<file path="src/rtl/imem_loader_if.sv">
// Host-side byte stream, start/length command and inst_memory write port of imem_loader.
// master = image source / memory side, slave = the loader.
interface imem_loader_if #(
    parameter int unsigned LEN_W = 16
);
    logic             i_start;
    logic [LEN_W-1:0] i_len;
    logic             i_byte_valid;
    logic [7:0]       i_byte_data;
    logic             o_byte_ready;
    logic             o_mem_we;
    logic [31:0]      o_mem_addr;
    logic [31:0]      o_mem_wdata;
    logic             o_busy;
    logic             o_done;
    logic             o_err;
    logic             o_cpu_rstn;

    modport master (
        output i_start, i_len, i_byte_valid, i_byte_data,
        input  o_byte_ready, o_mem_we, o_mem_addr, o_mem_wdata,
        input  o_busy, o_done, o_err, o_cpu_rstn
    );

    modport slave (
        input  i_start, i_len, i_byte_valid, i_byte_data,
        output o_byte_ready, o_mem_we, o_mem_addr, o_mem_wdata,
        output o_busy, o_done, o_err, o_cpu_rstn
    );
endinterface

</file>
<file path="src/rtl/imem_loader.sv">
// Packs a little-endian byte stream into 32-bit inst_memory writes and holds the CPU in reset
// until the image is loaded. Define IMEM_LOADER_CHKSUM_EN to require a trailing checksum byte.
module imem_loader #(
    parameter int unsigned DEPTH_WORDS = 256,
    parameter logic [31:0] BASE_ADDR   = 32'h0,
    parameter int unsigned LEN_W       = 16
) (
    input logic          i_clk,
    input logic          i_rst,
    imem_loader_if.slave bus
);
    localparam int unsigned IdxW = $clog2(DEPTH_WORDS) + 1;

`ifdef IMEM_LOADER_CHKSUM_EN
    typedef enum logic [2:0] {StIdle, StRecv, StWrite, StDone, StChk} state_e;
`else
    typedef enum logic [1:0] {StIdle, StRecv, StWrite, StDone} state_e;
`endif

    state_e           state_q;
    logic [IdxW-1:0]  word_idx_q;
    logic [1:0]       byte_cnt_q;
    logic [LEN_W-1:0] len_q;
    logic             ready_q, we_q, busy_q, done_q, err_q, cpu_rstn_q;
    logic [31:0]      addr_q, wdata_q;
`ifdef IMEM_LOADER_CHKSUM_EN
    logic [7:0]       sum_q;
    logic             chk_ok;
    assign chk_ok = (8'(sum_q + bus.i_byte_data) == 8'h00);
`endif

    logic [IdxW-1:0] idx_inc;
    logic            len_last;
    logic            xfer;
    assign idx_inc  = word_idx_q + IdxW'(1);
    assign len_last = (32'(idx_inc) == 32'(len_q));
    assign xfer     = bus.i_byte_valid && ready_q;

    always_ff @(posedge i_clk or posedge i_rst) begin
        if (i_rst) begin
            state_q    <= StIdle;
            word_idx_q <= '0;
            byte_cnt_q <= '0;
            len_q      <= '0;
            ready_q    <= 1'b0;
            we_q       <= 1'b0;
            addr_q     <= BASE_ADDR;
            wdata_q    <= '0;
            busy_q     <= 1'b0;
            done_q     <= 1'b0;
            err_q      <= 1'b0;
            cpu_rstn_q <= 1'b0;
`ifdef IMEM_LOADER_CHKSUM_EN
            sum_q      <= '0;
`endif
        end else begin
            unique case (state_q)
                StIdle, StDone: begin
                    if (bus.i_start) begin
                        done_q <= 1'b0;
                        err_q  <= 1'b0;
                        len_q  <= bus.i_len;
                        if (bus.i_len == '0) begin
                            state_q    <= StDone;
                            done_q     <= 1'b1;
                            cpu_rstn_q <= 1'b1;
                        end else if (32'(bus.i_len) > DEPTH_WORDS) begin
                            state_q    <= StIdle;
                            err_q      <= 1'b1;
                            cpu_rstn_q <= 1'b0;
                        end else begin
                            state_q    <= StRecv;
                            busy_q     <= 1'b1;
                            ready_q    <= 1'b1;
                            cpu_rstn_q <= 1'b0;
                            word_idx_q <= '0;
                            byte_cnt_q <= '0;
`ifdef IMEM_LOADER_CHKSUM_EN
                            sum_q      <= '0;
`endif
                        end
                    end
                end
                StRecv: begin
                    if (xfer) begin
                        wdata_q[{byte_cnt_q, 3'b000} +: 8] <= bus.i_byte_data;
                        byte_cnt_q <= byte_cnt_q + 2'd1;
`ifdef IMEM_LOADER_CHKSUM_EN
                        sum_q      <= sum_q + bus.i_byte_data;
`endif
                        if (byte_cnt_q == 2'd3) begin
                            state_q <= StWrite;
                            ready_q <= 1'b0;
                            we_q    <= 1'b1;
                            addr_q  <= BASE_ADDR + (32'(word_idx_q) << 2);
                        end
                    end
                end
                StWrite: begin
                    we_q       <= 1'b0;
                    word_idx_q <= idx_inc;
                    byte_cnt_q <= '0;
                    if (len_last) begin
`ifdef IMEM_LOADER_CHKSUM_EN
                        state_q    <= StChk;
                        ready_q    <= 1'b1;
`else
                        state_q    <= StDone;
                        busy_q     <= 1'b0;
                        done_q     <= 1'b1;
                        cpu_rstn_q <= 1'b1;
`endif
                    end else begin
                        state_q <= StRecv;
                        ready_q <= 1'b1;
                    end
                end
`ifdef IMEM_LOADER_CHKSUM_EN
                StChk: begin
                    // Single checksum byte: image bytes plus checksum must sum to zero mod 256.
                    if (xfer) begin
                        ready_q <= 1'b0;
                        busy_q  <= 1'b0;
                        if (chk_ok) begin
                            state_q    <= StDone;
                            done_q     <= 1'b1;
                            cpu_rstn_q <= 1'b1;
                        end else begin
                            state_q    <= StIdle;
                            err_q      <= 1'b1;
                            cpu_rstn_q <= 1'b0;
                        end
                    end
                end
`endif
                default: state_q <= StIdle;
            endcase
        end
    end

    assign bus.o_byte_ready = ready_q;
    assign bus.o_mem_we     = we_q;
    assign bus.o_mem_addr   = addr_q;
    assign bus.o_mem_wdata  = wdata_q;
    assign bus.o_busy       = busy_q;
    assign bus.o_done       = done_q;
    assign bus.o_err        = err_q;
    assign bus.o_cpu_rstn   = cpu_rstn_q;
endmodule

</file>
<file path="src/flat_wrapper.sv">
// flat-port wrapper written by rule: the top's interface ports become plain ports
module imem_loader_flat 
#(
    parameter int unsigned DEPTH_WORDS = 256,
    parameter logic [31:0] BASE_ADDR   = 32'h0,
    parameter int unsigned LEN_W       = 16
)
  (i_clk, i_rst, bus_i_start, bus_i_len, bus_i_byte_valid, bus_i_byte_data, bus_o_byte_ready, bus_o_mem_we, bus_o_mem_addr, bus_o_mem_wdata, bus_o_busy, bus_o_done, bus_o_err, bus_o_cpu_rstn);
  imem_loader_if #(.LEN_W(LEN_W)) bus_i ();
  input logic i_clk;
  input logic i_rst;
  input wire logic [$bits(bus_i.i_start)-1:0] bus_i_start;
  input wire logic [$bits(bus_i.i_len)-1:0] bus_i_len;
  input wire logic [$bits(bus_i.i_byte_valid)-1:0] bus_i_byte_valid;
  input wire logic [$bits(bus_i.i_byte_data)-1:0] bus_i_byte_data;
  output wire logic [$bits(bus_i.o_byte_ready)-1:0] bus_o_byte_ready;
  output wire logic [$bits(bus_i.o_mem_we)-1:0] bus_o_mem_we;
  output wire logic [$bits(bus_i.o_mem_addr)-1:0] bus_o_mem_addr;
  output wire logic [$bits(bus_i.o_mem_wdata)-1:0] bus_o_mem_wdata;
  output wire logic [$bits(bus_i.o_busy)-1:0] bus_o_busy;
  output wire logic [$bits(bus_i.o_done)-1:0] bus_o_done;
  output wire logic [$bits(bus_i.o_err)-1:0] bus_o_err;
  output wire logic [$bits(bus_i.o_cpu_rstn)-1:0] bus_o_cpu_rstn;
  assign bus_i.i_start = bus_i_start;
  assign bus_i.i_len = bus_i_len;
  assign bus_i.i_byte_valid = bus_i_byte_valid;
  assign bus_i.i_byte_data = bus_i_byte_data;
  assign bus_o_byte_ready = bus_i.o_byte_ready;
  assign bus_o_mem_we = bus_i.o_mem_we;
  assign bus_o_mem_addr = bus_i.o_mem_addr;
  assign bus_o_mem_wdata = bus_i.o_mem_wdata;
  assign bus_o_busy = bus_i.o_busy;
  assign bus_o_done = bus_i.o_done;
  assign bus_o_err = bus_i.o_err;
  assign bus_o_cpu_rstn = bus_i.o_cpu_rstn;
  imem_loader #(.DEPTH_WORDS(DEPTH_WORDS), .BASE_ADDR(BASE_ADDR), .LEN_W(LEN_W)) u_core (.i_clk(i_clk), .i_rst(i_rst), .bus(bus_i));
endmodule
</file>
<file path="config.mk">
export PLATFORM = sky130hd
export DESIGN_NAME = imem_loader_flat
export DESIGN_NICKNAME = d
export VERILOG_FILES = /design/src/rtl/imem_loader_if.sv /design/src/rtl/imem_loader.sv /design/src/flat_wrapper.sv
export SDC_FILE = /design/constraint.sdc
export NUM_CORES = 1
export LEC_CHECK = 0
export CAP_MARGIN = 10
export CORE_ASPECT_RATIO = 0.8
export CORE_MARGIN = 5
export CORE_UTILIZATION = 40
export DETAILED_ROUTE_END_ITERATION = 7
export GPL_TIMING_DRIVEN = 0
export PLACE_DENSITY_LB_ADDON = 0.12
export SETUP_SLACK_MARGIN = 0.05
export SKIP_CTS_REPAIR_TIMING = 1
export SYNTH_ARGS = -nofsm -noshare
export SYNTH_HDL_FRONTEND = slang
export SYNTH_SLANG_ARGS = --single-unit
</file>
<file path="constraint.sdc">
create_clock -name i_clk -period 3.2 [get_ports i_clk]
set_clock_uncertainty 0.1 [all_clocks]
set_input_delay 0.48 -clock i_clk [delete_from_list [all_inputs] [get_ports i_clk]]
set_output_delay 0.48 -clock i_clk [all_outputs]
set_load 0.005 [all_outputs]
</file>
==> results of run 1 <==
[cell families (layout without fill, tap and decap cells)]
family,after synthesis,count (layout),synth area share
multiplexers,29,29,0.0862
buffers and inverters,47,138,0.0712
adder cells (fa/ha/maj),9,9,0.0300
AND/OR/NAND/NOR,134,134,0.168
other,1,23,0.000997
AO/OA/AOI/OAI,74,74,0.117
flip-flops,75,75,0.499
XOR/XNOR,12,12,0.0280
[layout make-up]
class                      instances  area (sq um)
buffer                            38           234
clock buffer                      12           256
clock inverter                     4          72.6
fill                             813          4030
inverter                           9          36.3
multi-input combinational        281          1700
sequential                        75          1880
tap                              115           144
timing repair buffer              75           768
[synthesized netlist by cell type (2+ instances only)]
master	number	area share
o31a_1	3	0.0070
nor4_1	4	0.0067
buf_4	24	0.048
a21oi_1	7	0.0093
a22oi_1	2	0.0040
nor3_1	5	0.0067
mux2_2	26	0.078
xor2_1	5	0.012
xnor2_1	7	0.016
nand2_1	78	0.078
clkbuf_1	13	0.013
dfrtp_1	75	0.50
o21ai_0	36	0.048
o31ai_1	5	0.010
or4_1	2	0.0040
nand2b_1	5	0.0083
mux2i_1	2	0.0053
a31oi_1	4	0.0067
nor2_1	13	0.013
and2_1	4	0.0067
o21ai_1	9	0.012
nand4_1	2	0.0033
ha_1	9	0.030
nor2b_1	2	0.0033
nor3b_1	4	0.0080
and4_1	2	0.0047
nand3_1	8	0.011
inv_1	9	0.0090
[registers in the layout, summed over array words and instances (netlist names)]
name / cells
u_core.len_q: 16
u_core.bus.o_err: 1
u_core.bus.o_mem_wdata: 32
u_core.bus.o_mem_we: 1
u_core.bus.o_done: 1
u_core.bus.o_busy: 1
u_core.bus.o_mem_addr: 9
u_core.word_idx_q: 9
u_core.byte_cnt_q: 2
u_core.state_q: 2
u_core.bus.o_byte_ready: 1
[where the power goes]
part / internal, W / switching [W]
registers: 0.00118 / 0.000192
logic: 0.000679 / 0.000670
clock network: 0.000724 / 0.000374
[layout by cell type, fill, tap and decap left out, types with 2 or more instances in the layout]
master	n
nand2_1	78
dfrtp_1	75
clkdlybuf4s50_1	74
o21ai_0	36
mux2_2	26
buf_4	24
conb_1	23
clkbuf_1	14
nor2_1	13
o21ai_1	9
ha_1	9
clkbuf_16	9
nand3_1	8
inv_1	8
xnor2_1	7
a21oi_1	7
nand2b_1	5
xor2_1	5
nor3_1	5
o31ai_1	5
and2_1	4
a31oi_1	4
nor3b_1	4
nor4_1	4
o31a_1	3
and4_1	2
a22oi_1	2
nor2b_1	2
nand4_1	2
or4_1	2
mux2i_1	2
clkbuf_8	2
bufinv_16	2
[critical path, delay by kind of cell (launching register included)]
kind | cells | cell delay (ns)
AOI/OAI and AO/OA | 3 | 0.70
adders and majority gates | 1 | 0.35
buffers and inverters | 1 | 0.21
DFF | 1 | 0.52
muxes | 2 | 0.61
and+or+nand+nor | 1 | 0.22
[metrics by stage]
| step | utilization | instance area, sq um | instances | setup slack [ns] | hold slack (ns) |
|---|---|---|---|---|---|
| after global placement | 0.519 | 4730 | 592 | -0.577 | 0.365 |
| final | 0.558 | 5090 | 609 | 0.381 | 0.332 |
| after CTS | 0.558 | 5090 | 609 | 0.379 | 0.332 |
| after floorplan | - | 3840 | 403 | 0.710 | 0.373 |
| after detailed placement | 0.522 | 4760 | 593 | 0.109 | 0.371 |
| after global routing | 0.558 | 5090 | 609 | 0.223 | 0.356 |
[worst min path at each step]
| stage | start | endpoint | slack [ns] | depth (start not counted) |
|---|---|---|---|---|
| 2_1_floorplan | u_core.bus.o_mem_wdata[0] | u_core.bus.o_mem_wdata[0] | 0.37 | 2 |
| 3_3_place_gp | u_core.bus.o_mem_wdata[23] | u_core.bus.o_mem_wdata[23] | 0.36 | 2 |
| 3_5_place_dp | u_core.bus.o_mem_wdata[6] | u_core.bus.o_mem_wdata[6] | 0.37 | 2 |
| 4_1_cts | i_rst | u_core.bus.o_mem_addr[6] | 0.33 | 2 |
| 5_1_grt | i_rst | u_core.word_idx_q[7] | 0.36 | 2 |
| 6_report | i_rst | u_core.bus.o_mem_addr[6] | 0.33 | 2 |
[layer usage]
metal | track usage | vias up | wire length [microns]
li1 | - | 1483 | -
met1 | 0.237 | 1474 | 4470
met2 | 0.234 | 84 | 4010
met3 | 0.0402 | 6 | 479
met4 | 0.0418 | 0 | 85
met5 | 0 | - | 0
==> impl_metrics.ini, run 1 <==
[worst_setup_path]
crit_chain = ha_1 -> and4_1 -> clkbuf_1 -> o21ai_0 -> mux2_2 -> a22oi_1 -> o21ai_0 -> mux2_1
critPathCapture = u_core.bus.o_byte_ready
crit_type = reg2reg
required_ns = 3.30
worst_r2r_path_depth = 8
cp-end-kind = register
worstReg2RegEnd = u_core.bus.o_byte_ready
critPathMaxStageDelay_ns = 0.52
crit_slowest_cell = dfrtp_1
rrSetupSlack_ns = 0.38
r2r_start = u_core.word_idx_q[0]
arrival_ns = 2.92
path_max_fanout = 8
critPathLaunch = u_core.word_idx_q[0]
worst_path_most_repeated_cell = o21ai_0
critPathLaunchType = register

[drt]
drc_errors = 0
vias_per_cell = 5.00
wl_per_cell_microns = 14.9
num_vias = 3047
ant_nets = 0
drt_iter0_drc = 157
drt-pass1-iter-count = 4
routed_wl_mm = 9.05

[logic_synthesis]
synth-seq-cells = 75
yosysSeqAreaShare = 0.499
yosys_warnings = 0
synth.avg_cell_area_sq_um = 9.87
netlist_area_sq_um = 3760
synth-main-ff-cell = dfrtp_1
syn_inst = 381
synth_enable_flop_cells = 0
async_flop_share = 1.00
synth.distinct_cells = 44

[cts]
ctsLongestPathBuffers = 2
clock_latency_ns = 0.32
clock-sinks = 75
cts.clk_slew.worst_paths_ns = 0.06
clock-root-buffer = clkbuf_16
cts_tree = yes
cts_made_buffers = 9
h-tree-depth = 3

[global_route]
antenna_found_initial = 0
grt_max_degree = 63
grt_overflow = 0
grt_pass1_wl_mm = 15.1
grt_pass1_vias = 2921
track_usage = 0.160

[floorplan]
die_y_microns = 96.7
fp-row-count = 31
dieArea_sq_um = 11500
core_sq_um = 9110
die-width_microns = 118
initial_core_util = 0.412
io_pins = 98

[worst_hold_path]
hold_path_class = in2async

[sta]
drv_slew = 0
hold_viol = 0
tns_ns = 0
tightestPinTransition_ns = 0.972
slew_headroom = 0.351
min_period_ns = 2.82
setup_viol = 0
period_share = 0.881
rsz0062_at_grt = no
fmax_ghz = 0.355

[run]
max-cap-violations = 0

[placed_design]
numPortBuffers = 74
gp_congestion = 0.784
dpl.hpwl_mm = 6.80

[run_status]
status = finished clean

[power_and_ir_drop]
ir_drop_mv = 0.366
power_w = 0.00382
power.density_nw_per_um2 = 752
p_leak_nw = 2.19

[layout]
final_nets = 526
drive_above_1_share = 0.146
antennaDiodeCount = 0
area_growth_pct = 35.3
(Power assumes the default switching activity.)
==> run 2, diff against run 1 <==
Settings changed: SETUP_SLACK_MARGIN 0.05 to 0.4.
==> run 2 against run 1 <==
Net effect: register-to-register slack improved by 0.18 ns; wire length about the same; first-iteration DRC count shrank 12%; clock-buffer cell count unchanged; utilization rose by 0.26 points; setup slack improved by 0.14 ns; global-route usage stayed put; combinational power about the same.
==> impl_metrics.ini, run 2 (synthesis gave the netlist of run 1 again) <==
[sta]
setup_viol = 0
rsz0062_at_grt = no
fmax_ghz = 0.373
tightestPinTransition_ns = 0.981
drv_slew = 0
min_period_ns = 2.68
slew_headroom = 0.345
hold_ws_ns = 0.333
hold_viol = 0
period_share = 0.839

[layout]
area_growth_pct = 35.9
design_area_sq_um = 5110
largest_reg_flops = 32
final_nets = 526
drive_above_1_share = 0.152
layout_common_cells = nand2_1 (78), dfrtp_1 (75), clkdlybuf4s50_1 (74), o21ai_0 (36), mux2_2 (26)
antennaDiodeCount = 0
layout_commonest_cell = nand2_1
fill_cells = 813

[global_route]
antenna_found_initial = 0
grt.met3_usage = 0.0402
grt_pass1_vias = 2921
grt_use_met1 = 0.237
grt_overflow = 0
use_met2 = 0.234
grt.busiest_layer = met1
grt_pass1_wl_mm = 15.1
grt_max_degree = 63
track_usage = 0.160

[power_and_ir_drop]
power_w = 0.00384
ir_drop_mv = 0.372
p_leak_nw = 2.19
power.density_nw_per_um2 = 752

[floorplan]
fp-row-count = 31
die_y_microns = 96.7
io_pins = 98
die-width_microns = 118
dieArea_sq_um = 11500
initial_core_util = 0.412
core_sq_um = 9110

[drt]
routed_wl_mm = 9.04
ant_nets = 0
vias_per_cell = 4.94
drt-pass1-iter-count = 4
drt_iter0_drc = 138
drc_errors = 0
num_vias = 3007
wl_per_cell_microns = 14.8

[cts]
cts_made_buffers = 9
clock_latency_ns = 0.32
clock-sinks = 75
ctsLongestPathBuffers = 2
h-tree-depth = 3
cts_tree = yes
clock-root-buffer = clkbuf_16
cts.clk_slew.worst_paths_ns = 0.06

[worst_hold_path]
hold_path_class = in2async

[worst_setup_path]
arrival_ns = 2.81
path_max_fanout = 10
crit_type = in2reg
critPathLaunchType = input pin
required_ns = 3.33
cp-end-kind = register

[run_status]
status = finished clean

[placed_design]
place_area_sq_um = 4760
numPortBuffers = 74
gp_congestion = 0.784
dpl.hpwl_mm = 6.80

[run]
max-cap-violations = 0
-- run 2: cell count changes in the layout (fill, tap and decap cells not counted) --
cell | before | now
buf_2 | 1 | 0
nand2b_2 | 0 | 1
a22oi_1 | 2 | 1
buf_4 | 24 | 25
ha_1 | 9 | 8
ha_2 | 0 | 1
a22oi_2 | 0 | 1
nand2b_1 | 5 | 4
a41oi_4 | 0 | 1
a41oi_2 | 1 | 0
-- run 2: worst max-delay path, cell delays in order --
cell	delay, ns
clkdlybuf4s50_1	0.41
or4_1	0.59
or3_1	0.39
and2_1	0.21
a41oi_4	0.32
buf_4	0.23
o21ai_1	0.09
o31ai_1	0.07
-- run 2: routing by layer --
layer | vias up | wire length (microns)
li1 | 1482 | -
met1 | 1451 | 4420
met2 | 72 | 4050
met3 | 2 | 512
met4 | 0 | 54
met5 | - | 0
-- run 2: final timing paths --
| path | start | end | slack (ns) | depth (start not counted) |
|---|---|---|---|---|
| hold / removal | i_rst | u_core.bus.o_mem_addr[6] | 0.33 | 2 |
| min in group i_clk | u_core.bus.o_mem_wdata[30] | u_core.bus.o_mem_wdata[30] | 0.38 | 2 |
| setup reg to reg | u_core.word_idx_q[0] | u_core.bus.o_byte_ready | 0.56 | 8 |
| hold reg to reg | u_core.bus.o_mem_wdata[30] | u_core.bus.o_mem_wdata[30] | 0.38 | 2 |
| setup / recovery | bus_i_len[5] | u_core.word_idx_q[5] | 0.52 | 8 |
| max in group asynchronous | i_rst | u_core.len_q[9] | 2.11 | 3 |
-- run 2: layout make-up --
class / instances / area (sq um) / area share
Buffer: 38 / 236 / 0.0463
Timing Repair Buffer: 75 / 768 / 0.150
Multi-Input combinational cell: 281 / 1720 / 0.336
Sequential cell: 75 / 1880 / 0.367
Clock inverter: 4 / 72.6 / 0.0142
Inverter: 9 / 36.3 / 0.00710
Clock buffer: 12 / 256 / 0.0502
Tap cell: 115 / 144 / 0.0282
-- run 2: metrics by stage --
step	utilization	setup TNS (ns)	cells	setup WS, ns
final	0.561	0	609	0.516
after global routing	0.561	0	609	0.405
after CTS	0.558	0	609	0.379
after detailed placement	0.522	0	593	0.109
after global placement	0.519	-42.87	592	-0.577
after floorplan	-	0	403	0.710
-- run 2: where the power goes --
| group | switching, W | internal (W) |
|---|---|---|
| Sequential | 0.000191 | 0.00118 |
| Clock | 0.000373 | 0.000724 |
| Combinational | 0.000680 | 0.000692 |
| Total | 0.00124 | 0.00260 |
